### src/rtl/dual_fetch_queue_pkg.sv
// Shared types and constants for the dual-issue fetch front end.
// The NOP-squash option is selected by the FETCH_NOP_SQUASH_EN macro in the top.
package dual_fetch_queue_pkg;

  localparam int XLEN = 32;
  localparam int PC_W = 10;

  localparam logic [5:0] OP_J   = 6'h02;
  localparam logic [5:0] OP_JAL = 6'h03;
  localparam logic [5:0] OP_BEQ = 6'h04;
  localparam logic [5:0] OP_BNE = 6'h05;
  localparam logic [5:0] OP_BLT = 6'h06;
  localparam logic [5:0] OP_BGE = 6'h07;
  localparam logic [5:0] OP_NOP = 6'b111111;

  localparam logic [XLEN-1:0] NOP_WORD = {OP_NOP, 26'd0};

  // The pc field is sized by PC_W, so the top's ADDR_W must equal it.
  typedef struct packed {
    logic [XLEN-1:0] instr;
    logic [PC_W-1:0] pc;
  } fq_entry_t;

  function automatic logic is_nop(input logic [XLEN-1:0] w);
    return w[31:26] == OP_NOP;
  endfunction

  function automatic logic is_ctrl_flow(input logic [XLEN-1:0] w);
    return (w[31:26] == OP_BEQ) || (w[31:26] == OP_BNE) ||
           (w[31:26] == OP_BLT) || (w[31:26] == OP_BGE) ||
           (w[31:26] == OP_J)   || (w[31:26] == OP_JAL);
  endfunction

endpackage

### src/rtl/dual_fetch_queue_if.sv
// Bundle of instruction-memory, redirect and decode-side signals of the fetch stage.
interface dual_fetch_queue_if #(
  parameter int ADDR_W = 10,
  parameter int DEPTH  = 8
);
  import dual_fetch_queue_pkg::*;

  logic [ADDR_W-1:0]       imem_addr0;
  logic [ADDR_W-1:0]       imem_addr1;
  logic [XLEN-1:0]         imem_rd0;
  logic [XLEN-1:0]         imem_rd1;
  logic                    redirect_valid;
  logic [ADDR_W-1:0]       redirect_pc;
  logic                    dec_ready;
  logic                    out_valid0;
  logic                    out_valid1;
  logic [XLEN-1:0]         out_instr0;
  logic [XLEN-1:0]         out_instr1;
  logic [ADDR_W-1:0]       out_pc0;
  logic [ADDR_W-1:0]       out_pc1;
  logic [$clog2(DEPTH):0]  q_count;

  // Handshake: a slot transfers on a clock edge where out_validN=1 and
  // dec_ready=1; decode takes every valid slot at once, out_valid1 implies out_valid0.
  modport master (
    output imem_addr0, imem_addr1, out_valid0, out_valid1,
           out_instr0, out_instr1, out_pc0, out_pc1, q_count,
    input  imem_rd0, imem_rd1, redirect_valid, redirect_pc, dec_ready
  );

  modport slave (
    input  imem_addr0, imem_addr1, out_valid0, out_valid1,
           out_instr0, out_instr1, out_pc0, out_pc1, q_count,
    output imem_rd0, imem_rd1, redirect_valid, redirect_pc, dec_ready
  );

endinterface

### src/rtl/dual_fetch_queue_fetch_fifo2.sv
// Circular buffer accepting 0-2 entries and releasing 0-2 entries per cycle.
// Storage resets to NOP entries so the head reads as a NOP out of reset.
module fetch_fifo2
  import dual_fetch_queue_pkg::*;
#(
  parameter int DEPTH = 8,
  localparam int PW   = $clog2(DEPTH),
  localparam int CW   = PW + 1
) (
  input  logic          clk,
  input  logic          rst,
  input  logic          flush,
  input  logic [1:0]    push_cnt,
  input  fq_entry_t     push0,
  input  fq_entry_t     push1,
  input  logic [1:0]    pop_cnt,
  output fq_entry_t     head0,
  output fq_entry_t     head1,
  output logic [CW-1:0] count
);

  logic [PW-1:0] head;
  logic [PW-1:0] tail;
  fq_entry_t     mem [DEPTH];

  always_ff @(posedge clk or posedge rst) begin
    if (rst) begin
      head  <= '0;
      tail  <= '0;
      count <= '0;
      for (int i = 0; i < DEPTH; i++) begin
        mem[i] <= '{instr: NOP_WORD, pc: '0};
      end
    end else if (flush) begin
      head  <= '0;
      tail  <= '0;
      count <= '0;
    end else begin
      if (push_cnt != 2'd0) mem[tail] <= push0;
      if (push_cnt == 2'd2) mem[tail + PW'(1)] <= push1;
      tail  <= tail + PW'(push_cnt);
      head  <= head + PW'(pop_cnt);
      count <= count + CW'(push_cnt) - CW'(pop_cnt);
    end
  end

  assign head0 = mem[head];
  assign head1 = mem[head + PW'(1)];

endmodule

### src/rtl/dual_fetch_queue.sv
// Two-wide fetch stage: pc/fetch control in front of a 2-in/2-out instruction queue.
// Optional FETCH_NOP_SQUASH_EN drops fetched NOP words before they are enqueued.
module dual_fetch_queue
  import dual_fetch_queue_pkg::*;
#(
  parameter int DEPTH  = 8,
  parameter int ADDR_W = PC_W
) (
  input  logic               clk1,
  input  logic               reset,
  dual_fetch_queue_if.master bus
);

  localparam int CW = $clog2(DEPTH) + 1;

  logic [ADDR_W-1:0] pc;
  logic [ADDR_W-1:0] pc_plus1;
  logic [CW-1:0]     count;
  logic [CW:0]       free_slots;
  logic              valid0;
  logic              valid1;
  logic              can_fetch;
  logic [1:0]        pop_cnt;
  logic [1:0]        push_cnt;
  fq_entry_t         push0;
  fq_entry_t         push1;
  fq_entry_t         w0;
  fq_entry_t         w1;
  fq_entry_t         head0;
  fq_entry_t         head1;

  assign pc_plus1 = pc + ADDR_W'(1);

  // Redirect hides the queue immediately so no stale instruction leaks out.
  assign valid0  = !bus.redirect_valid && (count != '0);
  assign valid1  = !bus.redirect_valid && (count >= CW'(2));
  assign pop_cnt = bus.dec_ready ? ({1'b0, valid0} + {1'b0, valid1}) : 2'd0;

  // Space freed by this cycle's pop counts toward the current fetch.
  assign free_slots = (CW+1)'(DEPTH) - (CW+1)'(count) + (CW+1)'(pop_cnt);
  assign can_fetch  = !bus.redirect_valid && (free_slots >= (CW+1)'(2));

`ifdef FETCH_NOP_SQUASH_EN
  logic keep0;
  logic keep1;
  assign keep0 = !is_nop(bus.imem_rd0);
  assign keep1 = !is_nop(bus.imem_rd1);
`endif

  always_comb begin
    w0       = '{instr: bus.imem_rd0, pc: pc};
    w1       = '{instr: bus.imem_rd1, pc: pc_plus1};
    push_cnt = 2'd0;
    push0    = w0;
    push1    = w1;
`ifdef FETCH_NOP_SQUASH_EN
    if (can_fetch) push_cnt = {1'b0, keep0} + {1'b0, keep1};
    if (!keep0) push0 = w1;
`else
    if (can_fetch) push_cnt = 2'd2;
`endif
  end

  always_ff @(posedge clk1 or posedge reset) begin
    if (reset) begin
      pc <= '0;
    end else if (bus.redirect_valid) begin
      pc <= bus.redirect_pc;
    end else if (can_fetch) begin
      pc <= pc + ADDR_W'(2);
    end
  end

  fetch_fifo2 #(.DEPTH(DEPTH)) u_fifo (
    .clk      (clk1),
    .rst      (reset),
    .flush    (bus.redirect_valid),
    .push_cnt (push_cnt),
    .push0    (push0),
    .push1    (push1),
    .pop_cnt  (pop_cnt),
    .head0    (head0),
    .head1    (head1),
    .count    (count)
  );

  assign bus.imem_addr0 = pc;
  assign bus.imem_addr1 = pc_plus1;
  assign bus.out_valid0 = valid0;
  assign bus.out_valid1 = valid1;
  assign bus.out_instr0 = head0.instr;
  assign bus.out_instr1 = head1.instr;
  assign bus.out_pc0    = head0.pc;
  assign bus.out_pc1    = head1.pc;
  assign bus.q_count    = count;

endmodule

### src/flat_wrapper.sv
// flat-port wrapper written by rule: the top's interface ports become plain ports
module dual_fetch_queue_flat import dual_fetch_queue_pkg::*;
#(
  parameter int DEPTH  = 8,
  parameter int ADDR_W = PC_W
)
  (clk1, reset, bus_imem_addr0, bus_imem_addr1, bus_out_valid0, bus_out_valid1, bus_out_instr0, bus_out_instr1, bus_out_pc0, bus_out_pc1, bus_q_count, bus_imem_rd0, bus_imem_rd1, bus_redirect_valid, bus_redirect_pc, bus_dec_ready);
  dual_fetch_queue_if #(.ADDR_W(ADDR_W), .DEPTH(DEPTH)) bus_i ();
  input  logic clk1;
  input  logic reset;
  output wire logic [$bits(bus_i.imem_addr0)-1:0] bus_imem_addr0;
  output wire logic [$bits(bus_i.imem_addr1)-1:0] bus_imem_addr1;
  output wire logic [$bits(bus_i.out_valid0)-1:0] bus_out_valid0;
  output wire logic [$bits(bus_i.out_valid1)-1:0] bus_out_valid1;
  output wire logic [$bits(bus_i.out_instr0)-1:0] bus_out_instr0;
  output wire logic [$bits(bus_i.out_instr1)-1:0] bus_out_instr1;
  output wire logic [$bits(bus_i.out_pc0)-1:0] bus_out_pc0;
  output wire logic [$bits(bus_i.out_pc1)-1:0] bus_out_pc1;
  output wire logic [$bits(bus_i.q_count)-1:0] bus_q_count;
  input wire logic [$bits(bus_i.imem_rd0)-1:0] bus_imem_rd0;
  input wire logic [$bits(bus_i.imem_rd1)-1:0] bus_imem_rd1;
  input wire logic [$bits(bus_i.redirect_valid)-1:0] bus_redirect_valid;
  input wire logic [$bits(bus_i.redirect_pc)-1:0] bus_redirect_pc;
  input wire logic [$bits(bus_i.dec_ready)-1:0] bus_dec_ready;
  assign bus_imem_addr0 = bus_i.imem_addr0;
  assign bus_imem_addr1 = bus_i.imem_addr1;
  assign bus_out_valid0 = bus_i.out_valid0;
  assign bus_out_valid1 = bus_i.out_valid1;
  assign bus_out_instr0 = bus_i.out_instr0;
  assign bus_out_instr1 = bus_i.out_instr1;
  assign bus_out_pc0 = bus_i.out_pc0;
  assign bus_out_pc1 = bus_i.out_pc1;
  assign bus_q_count = bus_i.q_count;
  assign bus_i.imem_rd0 = bus_imem_rd0;
  assign bus_i.imem_rd1 = bus_imem_rd1;
  assign bus_i.redirect_valid = bus_redirect_valid;
  assign bus_i.redirect_pc = bus_redirect_pc;
  assign bus_i.dec_ready = bus_dec_ready;
  dual_fetch_queue #(.DEPTH(DEPTH), .ADDR_W(ADDR_W)) u_core (.clk1(clk1), .reset(reset), .bus(bus_i));
endmodule
### config.mk
export PLATFORM = sky130hd
export DESIGN_NAME = dual_fetch_queue_flat
export DESIGN_NICKNAME = d
export VERILOG_FILES = /design/src/rtl/dual_fetch_queue_pkg.sv /design/src/rtl/dual_fetch_queue_if.sv /design/src/rtl/dual_fetch_queue_fetch_fifo2.sv /design/src/rtl/dual_fetch_queue.sv /design/src/flat_wrapper.sv
export SDC_FILE = /design/constraint.sdc
export NUM_CORES = 1
export LEC_CHECK = 0
export ABC_AREA = 0
export ABC_CLOCK_PERIOD_IN_PS = 13830
export BUFFER_PORTS_ARGS = -buffer_cell sky130_fd_sc_hd__buf_4
export CAP_MARGIN = 20
export CORE_MARGIN = 2
export CORE_UTILIZATION = 45
export CTS_CLUSTER_DIAMETER = 80
export DETAILED_ROUTE_END_ITERATION = 12
export GPL_ROUTABILITY_DRIVEN = 1
export PLACE_DENSITY = 0.6
export SLEW_MARGIN = 10
export SYNTH_ARGS = -nofsm -noshare
export SYNTH_HDL_FRONTEND = slang
export SYNTH_SLANG_ARGS = --single-unit
export TNS_END_PERCENT = 100
### constraint.sdc
create_clock -name clk1 -period 13.83 [get_ports clk1]
set_clock_uncertainty 0.15 [all_clocks]
set_input_delay 2.766 -clock clk1 [delete_from_list [all_inputs] [get_ports clk1]]
set_output_delay 2.766 -clock clk1 [all_outputs]
set_load 0.01 [all_outputs]
==> results of run 1 <==
synth_stat cells (12+ instances only):
| master | count | area share, % |
|---|---|---|
| mux2_1 | 142 | 8.5 |
| inv_1 | 24 | 0.48 |
| mux2_2 | 240 | 14 |
| clkbuf_1 | 36 | 0.71 |
| xor2_1 | 14 | 0.65 |
| mux4_2 | 168 | 20 |
| buf_4 | 12 | 0.48 |
| dfrtp_1 | 307 | 41 |
| nand2_1 | 50 | 0.99 |
| buf_2 | 26 | 0.69 |
| buf_6 | 14 | 0.83 |
| ha_1 | 12 | 0.79 |
| o21ai_0 | 49 | 1.3 |
| dfstp_2 | 48 | 6.7 |
cell type report:
cell class / count / area, um2 / share of cell area, %
inverters: 24 / 97.6 / 0.443
clock buffers: 63 / 1280 / 5.82
flip-flops and latches: 355 / 8950 / 40.6
repair buffers: 204 / 1560 / 7.10
clock inverters: 12 / 141 / 0.642
well taps: 539 / 674 / 3.06
multi-input cells: 730 / 9310 / 42.3
layer usage:
| metal | routed length, um | part of all wire, % | vias up | global-route usage (%) |
|---|---|---|---|---|
| li1 | - | - | 4902 | - |
| met5 | 0 | 0 | - | 0 |
| met2 | 20900 | 49 | 191 | 32.6 |
| met3 | 1560 | 3.6 | 58 | 2.93 |
| met4 | 972 | 2.3 | 0 | 6.21 |
| met1 | 19700 | 46 | 5886 | 28.9 |
sequential cells by signal, indices dropped and copies added, names as in the netlist:
name	cells
u_core.bus.imem_addr0	10
u_core.u_fifo.head	3
u_core.u_fifo.tail	2
u_core.u_fifo.count	4
u_core.u_fifo.mem	336
path summary, 6_finish.rpt:
| check | endpoint | slack (ps) | cells after the start |
|---|---|---|---|
| setup / recovery | bus_out_instr1[7] | 6780 | 5 |
| hold / removal | u_core.u_fifo.mem[261]$_DFFE_PP0P_ | 350 | 2 |
| setup reg to reg | u_core.u_fifo.mem[147]$_DFFE_PP0N_ | 8690 | 13 |
| hold reg to reg | u_core.u_fifo.mem[261]$_DFFE_PP0P_ | 350 | 2 |
| max in group asynchronous | u_core.u_fifo.mem[315]$_DFFE_PP0N_ | 9810 | 3 |
| min in group asynchronous | u_core.u_fifo.mem[97]$_DFFE_PP0P_ | 2240 | 2 |
worst min-delay path: cells and delay by family (launching register included):
kind	cells	cell delay, ps
AND/OR/NAND/NOR	1	50
AO/OA/AOI/OAI	1	60
flip-flops	1	360
kinds of logic (layout without fill, tap and decap cells):
family | Yosys count | in the layout | synth area share [%]
muxes | 551 | 551 | 42.8
AOI/OAI and AO/OA | 64 | 64 | 2.18
xor gates and xnor gates | 20 | 20 | 0.927
buffers and inverters | 123 | 303 | 3.71
DFF | 355 | 355 | 47.3
adders and majority gates | 16 | 16 | 1.22
and+or+nand+nor | 79 | 79 | 1.84
power groups by stage:
stage | sequential [mW] | combinational [mW] | clock, mW
after floorplan | 1.84 | 2.03 | 0
final | 1.98 | 2.70 | 1.13
after global placement | 1.96 | 2.70 | 0
after CTS | 1.97 | 2.75 | 1.17
after global routing | 2.06 | 2.92 | 1.20
after detailed placement | 1.99 | 2.74 | 0
==> summary.md, run 1 <==
| Metric | Value |
|---|---|
| Status | complete, no violations |
| Critical Path Start Type | flop |
| Pin count of the biggest net entering global routing | 169 |
| Drt first-iter violations | between 400 and 500 |
| Num CTS Buffers | 42 |
| Worst path top cell family by delay | buffers and inverters |
| Setup TNS | 0 ps |
| Clock power share | 19.4% |
| Synth Instances | 1208 |
| Inst Count DP | 1852 |
| First-pass GRT wire length | 68400 um |
| Slowest cell on the critical path | buf_4 |
| Vias in the first global route | roughly 12000 |
| Layout area overhead | 16.5% |
| Comb pwr share | between 40% and 50% |
| Commonest non-fill, non-tap cell in the layout | dfrtp_1 |
| DRT antenna net count | 0 |
| Syn nets | ~1300 |
| I/O pins | 188 |
| Pleak | between 9 and 10 nW |
| Hold WC Path Type | flop to flop |
| Commonest non-fill, non-tap cells in the layout | 304 x dfrtp_1, 240 x mux2_2, 202 x buf_4 |
| Max clock buf depth | 3 |
| Pre-CTS WS | 6460 ps |
| RR Startpoint | u_core.u_fifo.count[2]$_DFF_PP0_ |
| Crit-path cells | buf_4 -> buf_4 -> mux4_2 -> mux2_2 -> buf_4 |
| Design area | 0.0220 mm2 |
| Placed Area | 0.0206 mm2 |
| Sequential fraction of the synthesis area | 47.3% |
| Reg power frac | approximately a third |
| Critical path endpoint category | output pin |
| Tightest Pin Transition | 1090 ps |
| Drt pass-1 iters | 4 |
| Number of synthesized flops with an enable pin | 0 |
| # setup viols final | 0 |
| Clock sinks | 355 |
| CP startpoint | u_core.u_fifo.head[0]$_DFF_PP0_ |
| CTS tree | built |
| VDD IR max | 0.126 mV |
| Pwr Total | 5.80 mW |
| Initial antenna violation count | 0 |
| FFs w/ async S/R, synth | 100% |
| Critical path's most frequent cell | buf_4 |
| Mapped Area | 0.0189 mm2 |
| Final core utilization | 52.9% |
| Final Hold Viols | 0 |
| Crit Path Max Fanout | 52 |
| H-tree depth reported by CTS | 2 |
| Max-slew violations | 0 |
| Post-CTS Setup Inserts | 0 |
| Synth warn | 0 |
| Die area | roughly 0.044 mm2 |
| Nets | 1451 |
| Grt total ovfl | 0 |
| Worst EP arrival | around 4100 ps |
| DP HPWL | 26100 um |
| N_diodes | 0 |
| Setup ws final | 6780 ps |
| PwrDens | 263 mW/mm2 |
| Avg WL per Cell | 22.4 um |
| Mean post-synth cell area | ~16 um2 |
| Die Wd | 209 um |
| Core box area | 0.0417 mm2 |
| Min Clock Period, post-route | 7050 ps |
| Crit path kind | flop to output pin |
| Vias per cell | 5.73 |
| Row Count | 75 |
| RSZ-0062 raised after global routing | false |
| Sw frac | between 30% and 40% |
| Clock Latency Late Sink | 560 ps |
| Synthesized flop and latch total | between 300 and 400 |
| Via count | 11000 |
| Dominant synthesized flop cell | dfrtp_1 |
| Final cell count without fillers | 1927 |
| Cell-internal power | 3.89 mW |
| Total Wirelength | 43100 um |
| Root Driver | clkbuf_16 |
| Crit share post-route | about half |
| Cts hold-fix bufs | 0 |
| Max_slew headroom | between 20% and 30% |
| Global placement routability congestion | about 0.74 |
| F_max | 142 MHz |
| Clock slew at reported path FFs | ~60 ps |
| Hold_ws | ~350 ps |
| Ratio of cells with drive above 1 in the final layout | 53.2% |
| Count of different cell masters after synthesis | 35 |
| Port Buffer Count | about 190 |
| # DRC | 0 |
| Max-cap violation count | 0 |
| Required time of the critical path | 10910 ps |
| Worst hold start | u_core.u_fifo.mem[261]$_DFFE_PP0P_ |
| Starting utilization of the core area | 45.4% |
| Buf+Inv Stages, Crit Path | 3 |
| Fillcell total | 3543 |
| Gr usage total | 20.3% |
| Die H | 209 um |
| Worst stage delay on the critical path | 880 ps |
| # resized after CTS | 0 |
| Switching power | roughly 1.9 mW |
Power figures use the tool's default switching activity.
==> inputs of run 2 (changes only) <==
Settings changed: ABC_AREA 0 to 1, ABC_CLOCK_PERIOD_IN_PS 13830 to 5900, PLACE_DENSITY 0.6 to 0.62.
Clock period 13.83 ns to 5.9 ns, I/O delays scaled along.
==> run 2 against run 1 <==
Net effect: combinational power rose to 3.1 times the previous value; largest cell class unchanged; sequential cell count did not move; first-iteration DRC count rose to 5.7 times the previous value; register-to-register slack got worse by 7500 ps; largest power group unchanged; utilization fell by 1.3 points; synthesized area rose by 18%; synthesized cell count rose to 2.8 times the previous value.
==> summary.md, run 2 <==
| Metric | Value |
|---|---|
| Status | complete, no violations |
| Cell-internal power | between 8 and 9 mW |
| Max clock buf depth | 3 |
| Post-CTS Setup Inserts | 0 |
| Reg with most FFs | u_core.u_fifo.mem |
| Max_slew headroom | ~25% |
| Max-slew violations | 0 |
| Crit-path cells | ha_4 -> buf_4 -> o21ai_0 -> o21ai_0 -> nor2_1 -> a21oi_1 -> buf_4 |
| PwrDens | 616 mW/mm2 |
| Drt first-iter violations | 2516 |
| Top-count cell post-synth | nand2_1 |
| DRT antenna net count | 0 |
| Synth area leader | dfrtp_1 |
| Reg2reg end | u_core.u_fifo.mem[76]$_DFFE_PP0N_ |
| Comb pwr share | between 50% and 60% |
| Synthesized flop and latch total | between 300 and 400 |
| Die H | 227 um |
| Required time of the critical path | 4570 ps |
| Avg WL per Cell | 18.8 um |
| Commonest non-fill, non-tap cell in the layout | nand2_1 |
| Crit path kind | flop to output pin |
| Grt total ovfl | 0 |
| Dominant synthesized flop cell | dfrtp_1 |
| CTS tree | built |
| Clock power share | a little under a fifth |
| Die Wd | between 200 and 250 um |
| Commonest non-fill, non-tap cells in the layout | 1215 x nand2_1, 634 x o21ai_0, 304 x dfrtp_1 |
| I/O pins | 188 |
| H-tree depth reported by CTS | 2 |
| Count of different cell masters after synthesis | 27 |
| Post-synth top area share | around a third |
| Ratio of cells with drive above 1 in the final layout | 10.8% |
| Setup TNS | 0 ps |
| Vias per cell | roughly 5.7 |
| Most area-consuming cells after synthesis | dfrtp_1 34%, nand2_1 20%, o21ai_0 14% |
| Clock sinks | 355 |
| Critical path endpoint category | output pin |
| Nets | between 3000 and 4000 |
| Row Count | 81 |
| Mean post-synth cell area | 6.67 um2 |
| # resized after CTS | 0 |
| RSZ-0062 raised after global routing | false |
| # setup viols final | 0 |
| Worst stage delay on the critical path | 970 ps |
| Core box area | 0.0490 mm2 |
| Syn nets | 3446 |
| RR Startpoint | u_core.u_fifo.count[2]$_DFF_PP0_ |
| Final Hold Viols | 0 |
| Hold path depth | 2 |
| Crit share post-route | 82.0% |
| Initial antenna violation count | 0 |
| Min Clock Period, post-route | between 4000 and 5000 ps |
| Worst hold start | u_core.u_fifo.mem[330]$_DFFE_PP1N_ |
| Hold_ws | 319 ps |
| Die area | between 0.05 and 0.06 mm2 |
| Sw frac | between 40% and 50% |
| Vias in the first global route | 21700 |
| Reg2reg setup slack | ~1200 ps |
| First-pass GRT wire length | 120000 um |
| Number of synthesized flops with an enable pin | 0 |
| Reg power frac | 28.5% |
| # DRC | 0 |
| Post-synth top cells | 1218 x nand2_1, 634 x o21ai_0, 307 x dfrtp_1, 231 x nor2_1, 176 x a21oi_1 |
| Critical Path Start Type | flop |
| Crit Path Max Fanout | 85 |
| Drt pass-1 iters | 8 |
| Max reg flops | 336 |
| Hold EP | u_core.u_fifo.mem[330]$_DFFE_PP1N_ |
| F_max | 207 MHz |
| Tightest Pin Transition | 1120 ps |
| Root Driver | clkbuf_16 |
| Starting utilization of the core area | a little under half |
| N_diodes | 0 |
| Sequential fraction of the synthesis area | 40.0% |
| Max-cap violation count | 0 |
| Pleak | between 10 and 15 nW |
| DP HPWL | 41600 um |
| Switching power | about 7.4 mW |
| R2r worst-path depth | 18 |
| Total Wirelength | 76000 um |
| Clock slew at reported path FFs | 60 ps |
| Hold WC Path Type | flop to flop |
| Slowest cell on the critical path | dfrtp_4 |
| FFs w/ async S/R, synth | 100% |
| Synth warn | 0 |
| Port Buffer Count | 187 |
| Via count | 23200 |
| Mapped Area | 0.0224 mm2 |
| Worst EP arrival | between 3000 and 4000 ps |
| Num CTS Buffers | 43 |
| Synth Instances | approximately 3400 |
| Gr usage total | 29.6% |
| Cts hold-fix bufs | 0 |
| Layout area overhead | 13.0% |
| Clock Latency Late Sink | 570 ps |
| Global placement routability congestion | 0.834 |
| Pin count of the biggest net entering global routing | 256 |
| VDD IR max | 0.431 mV |
run 2: cells by family (layout without fill, tap and decap cells):
logic type      Yosys count  in the layout  synth area share (%)
compound gates          863            863                  19.8
xor+xnor                  7              7                 0.274
fa+ha+maj                16             16                  1.03
buf+inv                 437            462                  8.48
flops                   355            355                  40.0
simple gates           1674           1674                  30.4
run 2: critical path: cells and delay by family (launching register included):
kind | cells | cell delay (ps)
fa+ha+maj | 1 | 260
buf+inv | 2 | 950
compound gates | 3 | 660
flops | 1 | 970
simple gates | 1 | 60
run 2: stage by stage:
stage	setup slack, ps	util (%)	area, um2	cells	total power, mW
after floorplan	-147	-	22400	3352	9.71
after global placement	781	48.5	23800	3963	12.4
after detailed placement	718	48.5	23800	3963	12.6
after CTS	1070	51.6	25300	4041	15.5
after global routing	848	51.6	25300	4041	16.8
final	1060	51.6	25300	4041	15.6
run 2: how the worst max path moves through the flow:
stage	from	endpoint	slack [ps]	depth (start not counted)
4_1_cts	u_core.u_fifo.head[0]$_DFF_PP0_	bus_out_instr1[31]	1070	7
6_report	u_core.u_fifo.head[0]$_DFF_PP0_	bus_out_instr1[31]	1060	7
2_1_floorplan	reset	u_core.bus.imem_addr0[0]$_DFFE_PP0P_	-150	1
3_3_place_gp	bus_redirect_valid	u_core.u_fifo.mem[67]$_DFFE_PP0N_	780	17
5_1_grt	u_core.u_fifo.head[0]$_DFF_PP0_	bus_out_instr1[31]	850	7
3_5_place_dp	bus_redirect_valid	u_core.u_fifo.mem[323]$_DFFE_PP0N_	720	17
run 2: final cells by class:
type	count	area [um2]
Clock inverter	13	174
Clock buffer	65	1320
Fill cell	4800	23700
Sequential cell	355	8950
Multi-Input combinational cell	2560	11600
Timing Repair Buffer	225	1780
Tap cell	664	831
Inverter	159	618
run 2: layer usage:
metal | track usage [%] | vias to the layer above | share of wire (%)
met4 | 10.3 | 0 | 2.8
met5 | 0 | - | 0
li1 | - | 11000 | -
met2 | 46.7 | 1075 | 46
met3 | 5.36 | 150 | 8.5
met1 | 40.7 | 11000 | 43
run 2: power by group through the flow:
stage | clock, mW | combinational (mW) | sequential (mW)
2_1_floorplan | 0 | 5.61 | 4.10
3_3_place_gp | 0 | 8.00 | 4.38
3_5_place_dp | 0 | 8.21 | 4.42
4_1_cts | 2.87 | 8.24 | 4.40
5_1_grt | 2.96 | 9.31 | 4.57
6_report | 2.82 | 8.30 | 4.43
